<file path="src/rtl/store_data_packer.sv">
// ============================================================================
// Module      : store_data_packer
// Description : MEM-stage store path. Packs SB/SH/SW stores into big-endian
//               word writes and queues them toward data memory.
// Revision    : 1.0 - initial release
// ============================================================================
`default_nettype none

module store_data_packer #(
    parameter int DEPTH = 4,
    parameter int CW    = $clog2(DEPTH + 1)
) (
    input  logic          Clk,
    input  logic          Rst,
    input  logic          st_valid,
    output logic          st_ready,
    input  logic [31:0]   st_addr,
    input  logic [31:0]   st_data,
    input  logic [1:0]    st_size,
    output logic          mem_valid,
    input  logic          mem_ready,
    output logic [31:0]   mem_addr,
    output logic [31:0]   mem_wdata,
    output logic [3:0]    mem_be,
    output logic          misalign_err,
    input  logic [31:0]   ld_addr,
    output logic          ld_hit,
    output logic [CW-1:0] count
);

    localparam int          c_ptr_w = (DEPTH > 1) ? $clog2(DEPTH) : 1;
    localparam logic [CW-1:0] c_full = CW'(DEPTH);

    logic [29:0]        addr_mem  [DEPTH];
    logic [31:0]        wdata_mem [DEPTH];
    logic [3:0]         be_mem    [DEPTH];

    logic [c_ptr_w-1:0] wr_ptr_q, wr_ptr_d;
    logic [c_ptr_w-1:0] rd_ptr_q, rd_ptr_d;
    logic [CW-1:0]      count_q, count_d;
    logic               misalign_err_q, misalign_err_d;

    logic               illegal;
    logic               push;
    logic               pop;
    logic [31:0]        pack_wdata;
    logic [3:0]         pack_be;

    // Word-granular comparisons never look at the byte offset of the load.
    logic               unused_ld_offset;
    assign unused_ld_offset = ^ld_addr[1:0];

    always_comb begin
        illegal    = 1'b0;
        pack_wdata = st_data;
        pack_be    = 4'b1111;
        case (st_size)
            2'b00: begin
                pack_wdata = {4{st_data[7:0]}};
                pack_be    = 4'b1000 >> st_addr[1:0];
            end
            2'b01: begin
                illegal    = st_addr[0];
                pack_wdata = {2{st_data[15:0]}};
                pack_be    = st_addr[1] ? 4'b0011 : 4'b1100;
            end
            2'b10: begin
                illegal    = |st_addr[1:0];
            end
            default: begin
                illegal    = 1'b1;
            end
        endcase
    end

    always_comb begin
        st_ready       = (count_q != c_full);
        mem_valid      = (count_q != '0);
        push           = st_valid & st_ready & ~illegal;
        pop            = mem_valid & mem_ready;
        misalign_err_d = st_valid & st_ready & illegal;

        wr_ptr_d = wr_ptr_q;
        rd_ptr_d = rd_ptr_q;
        count_d  = count_q;
        if (push) begin
            wr_ptr_d = wr_ptr_q + c_ptr_w'(1);
        end
        if (pop) begin
            rd_ptr_d = rd_ptr_q + c_ptr_w'(1);
        end
        if (push && !pop) begin
            count_d = count_q + CW'(1);
        end else if (pop && !push) begin
            count_d = count_q - CW'(1);
        end
    end

    always_ff @(posedge Clk) begin
        if (Rst) begin
            wr_ptr_q       <= '0;
            rd_ptr_q       <= '0;
            count_q        <= '0;
            misalign_err_q <= 1'b0;
        end else begin
            wr_ptr_q       <= wr_ptr_d;
            rd_ptr_q       <= rd_ptr_d;
            count_q        <= count_d;
            misalign_err_q <= misalign_err_d;
        end
    end

    // Payload storage needs no reset; validity comes only from the pointers.
    always_ff @(posedge Clk) begin
        if (push) begin
            addr_mem[wr_ptr_q]  <= st_addr[31:2];
            wdata_mem[wr_ptr_q] <= pack_wdata;
            be_mem[wr_ptr_q]    <= pack_be;
        end
    end

    always_comb begin
        mem_addr  = '0;
        mem_wdata = '0;
        mem_be    = '0;
        if (mem_valid) begin
            mem_addr  = {addr_mem[rd_ptr_q], 2'b00};
            mem_wdata = wdata_mem[rd_ptr_q];
            mem_be    = be_mem[rd_ptr_q];
        end
    end

    // An entry is live when its distance from the head is below the occupancy.
    always_comb begin
        ld_hit = 1'b0;
        for (int i = 0; i < DEPTH; i++) begin
            if ((CW'(c_ptr_w'(c_ptr_w'(i) - rd_ptr_q)) < count_q) &&
                (addr_mem[i] == ld_addr[31:2])) begin
                ld_hit = 1'b1;
            end
        end
    end

    assign count        = count_q;
    assign misalign_err = misalign_err_q;

endmodule

`default_nettype wire
</file>
<file path="config.mk">
export PLATFORM = sky130hd
export DESIGN_NAME = store_data_packer
export DESIGN_NICKNAME = d
export VERILOG_FILES = /design/src/rtl/store_data_packer.sv
export SDC_FILE = /design/constraint.sdc
export NUM_CORES = 1
export LEC_CHECK = 0
export BUFFER_PORTS_ARGS = -buffer_cell sky130_fd_sc_hd__buf_2
export CORE_MARGIN = 2
export CORE_UTILIZATION = 30
export DETAILED_ROUTE_END_ITERATION = 7
export HOLD_SLACK_MARGIN = 0.1
export SLEW_MARGIN = 10
export SYNTH_ARGS = -nofsm -noshare
export SYNTH_HDL_FRONTEND = slang
export SYNTH_SLANG_ARGS = --single-unit
</file>
<file path="constraint.sdc">
create_clock -name Clk -period 3.9 [get_ports Clk]
set_input_delay 0.78 -clock Clk [delete_from_list [all_inputs] [get_ports Clk]]
set_output_delay 0.78 -clock Clk [all_outputs]
set_load 0.05 [all_outputs]
</file>
==> key figures <==
Route
  • Routed Antenna Nets: 0
  • Via Count: around 7000
  • Vias per std cell: 4.70
  • Detailed Route Iter0 Violations: 421
  • Routed len/inst: ~22 µm
  • Post-Route WL: 31800 µm
  • Drt first pass iters: 4
  • Post-route DRC violation count: 0

Power and ir drop
  • Sw frac: 37.1%
  • Pwr/cell area: 674 nW/µm²
  • Logic gate share of total power: 35.8%
  • Maximum vdd ir drop: 0.000476 V
  • Pleak: ~5.2 nW
  • Sequential share of power: 35.2%
  • Net Switching: 3.74 mW
  • Internal power: 6.33 mW
  • Clk pwr share: 29.0%

Worst setup path
  • Crit path required time: 3120 ps
  • Critical path startpoint category: flip-flop
  • Cells along the critical path: inv_1 > ha_1 > a2111oi_0 > nand4_1 > nor4_1 > or4_1 > buf_2
  • Max incr delay on CP: 510 ps
  • Buf/Inv on CP: 2
  • Flop2flop setup slack: 1430 ps
  • Delay-heaviest family, CP: simple AND/OR/NAND/NOR gates
  • R2R Path End: count[2]
  • Worst-path cell with the longest stage delay: a2111oi_0
  • R2R depth: 9
  • Worst R2R Start: count[0]
  • Worst EP arrival: ~2800 ps
  • Critical Path End Type: primary output
  • Critical path class: flip-flop to primary output
  • Crit-path max FO: 5

Clock tree
  • Clk sinks: 274
  • Max clock buf depth: 3
  • # resized after CTS: 0
  • Clk_lat worst skew: about 550 ps
  • Post-CTS Setup Repair Bufs: 0
  • Root Buffer: clkbuf_16
  • CTS tree: yes
  • Htree depth: 1
  • TritonCTS buffer count: 29
  • CTS clk-pin slew, worst paths: 60 ps
  • CTS Hold Bufs: 0

Timing
  • Post-route minimum period: around 3600 ps
  • Setup TNS: 0 ps
  • Final Setup Violations: 0
  • Slew HR: 61.8%
  • Max Slew Vio Count: 0
  • Tcrit/Tclk final: 92.8%
  • Worst slew pin tran: 567 ps
  • Unrepaired setup endpoints after global routing: no
  • FMAX: 276 MHz
  • Final setup margin: ~280 ps
  • Worst Skew: 13.0 ps
  • Final hold vios: 0

Synthesis
  • Synth cell types: 36
  • Number of synthesized flops with an enable pin: 264
  • FF+latch count, synth: 274
  • Top post-synthesis cells by count: 264 x edfxtp_1, 106 x xor2_1, 70 x and2_1, 66 x mux4_2, 23 x nor4_1
  • Largest cells by area after synthesis: edfxtp_1 65%, mux4_2 12%, xor2_1 7.6%
  • Most common cell in the netlist: edfxtp_1
  • YS warnings: 0
  • Synth top area share: 64.5%
  • Instance count of the mapped netlist: ~710
  • Ys flop type: edfxtp_1
  • Syn Std Cell Area: 12300 µm²
  • Syn Area/Cell: around 17 µm²
  • Async S/R FF share, synth: 0%
  • Cell taking the most area after synthesis: edfxtp_1
  • Sequential share of the synthesized area: 66.2%

Hold path
  • Worst hold start: st_addr[5]
  • Hold endpoint: addr_mem[0][3]
  • Hold/Removal Path Class: input port to flip-flop
  • Hold depth: 1

GRT
  • Initial antenna violation count: 9
  • Number of global-route vias before repair: 7075
  • First-pass GRT wire length: 45900 µm
  • GR Overflow Total: 0
  • Gr usage total: 14.8%
  • Largest net degree at the start of global routing: 37

Die
  • Core area: about 40000 µm²
  • Starting Density: 30.2%
  • Die Span X: 206 µm
  • Site Rows: 74
  • Die H: 206 µm
  • Boundary Pins: ~180
  • Die area: 42600 µm²

Layout
  • Layout Area Growth over Synthesis: 21.5%
  • Final #Nets: between 1000 and 1500
  • Area of the multi-input gates: 3990 µm²
  • Seq. cell area: roughly 8100 µm²
  • Share of cells above drive strength 1: 35.2%
  • Filler instances: 3834

Placed design
  • Placer congestion estimate: between 0.8 and 0.9
  • Placement Setup Slack: ~480 ps
  • DP HPWL: 22400 µm
  • IO Port Bufs: around 170

Job
  • Max Cap Viol: 0

Status
  • Status: finished, final reports clean
[state kept, by name (all words and copies together), names as in the netlist, named ones only]
signal        count
addr_mem        120
count             3
be_mem           16
wdata_mem       128
misalign_err      1
rd_ptr_q          2
wr_ptr_q          2
[cells in the final DEF (no fill, tap or decap), types with 2 or more instances in the layout]
cell       netlist  routed
a2111oi_0        2       2
a21oi_1          7       7
and2_1          70      66
and2_4           0       4
buf_12           0       8
buf_2            6     172
buf_4            2       9
bufinv_16        0       7
clkbuf_1        12       5
clkbuf_16        0      29
clkinv_1         0       5
clkinv_2         0       5
conb_1           1       2
dfxtp_1         10       8
dfxtp_4          0       2
diode_2          0       5
edfxtp_1       264     264
ha_1             9       9
inv_1            9       9
mux2_2          16      16
mux2i_1         10      10
mux4_2          66      66
nand2_1         12      11
nand3_1          6       6
nand4_1          8       8
nor2_1           9       9
nor3_1           5       5
nor4_1          23      23
o21ai_0          9       9
o21bai_1         4       4
xnor2_1         20      20
xor2_1         106     106
[power groups by stage]
| stage | sequential (mW) | clock (mW) | combinational [mW] |
|---|---|---|---|
| finish | 3.54 | 2.92 | 3.61 |
| global route | 3.57 | 3.10 | 3.83 |
| CTS | 3.55 | 2.99 | 3.67 |
| detailed placement | 3.62 | 0 | 3.66 |
| global placement | 3.61 | 0 | 3.67 |
| floorplan | 3.55 | 0 | 2.69 |
[worst max path at each step]
stage | from | endpoint | slack [ps] | cells after the start
after floorplan | count[0] | addr_mem[0][0] | 240 | 5
after global placement | ld_addr[27] | ld_hit | 490 | 7
after detailed placement | ld_addr[27] | ld_hit | 480 | 7
after CTS | count[1] | ld_hit | 240 | 7
after global routing | count[1] | ld_hit | 100 | 7
final | count[1] | ld_hit | 280 | 7
[per-stage QoR]
step	total power [mW]	std cells	hold slack [ps]	instance area, µm²	utilization (%)
CTS	10.2	1450	419	14900	36.7
floorplan	6.24	706	514	12300	-
global placement	7.27	1398	538	13900	34.2
global route	10.5	1450	427	14900	36.7
detailed placement	7.27	1398	548	13900	34.2
finish	10.1	1455	447	14900	36.7
[kinds of logic (layout without fill, tap and decap cells)]
logic type,count (synthesis),in the layout,share of synthesized area (%)
compound gates,25,25,1.29
xor+xnor,126,126,8.98
fa+ha+maj,10,10,1.08
buf+inv,38,250,1.53
flops,274,274,66.2
mux,92,92,14.4
other cells,1,7,0.0305
simple gates,139,139,6.55
[metal layers]
layer	share of wire [%]	up-vias	global-route usage [%]	routed length, µm
met3	8.8	47	4.23	2780
li1	-	3109	-	-
met5	0.19	-	0	60
met1	42	3429	19.6	13400
met2	47	247	24.3	14900
met4	1.9	10	3.09	614
[cell type report]
type                       instances  share of cell area [%]
sequential                       274                    54.5
multi-input combinational        394                    26.7
timing repair buffer             189                    7.29
clock buffer                      34                    4.99
tap                              532                    4.46
clock inverter                    18                    1.76
inverter                           9                   0.226
antenna                            5                  0.0838
Power figures use the tool's default switching activity.
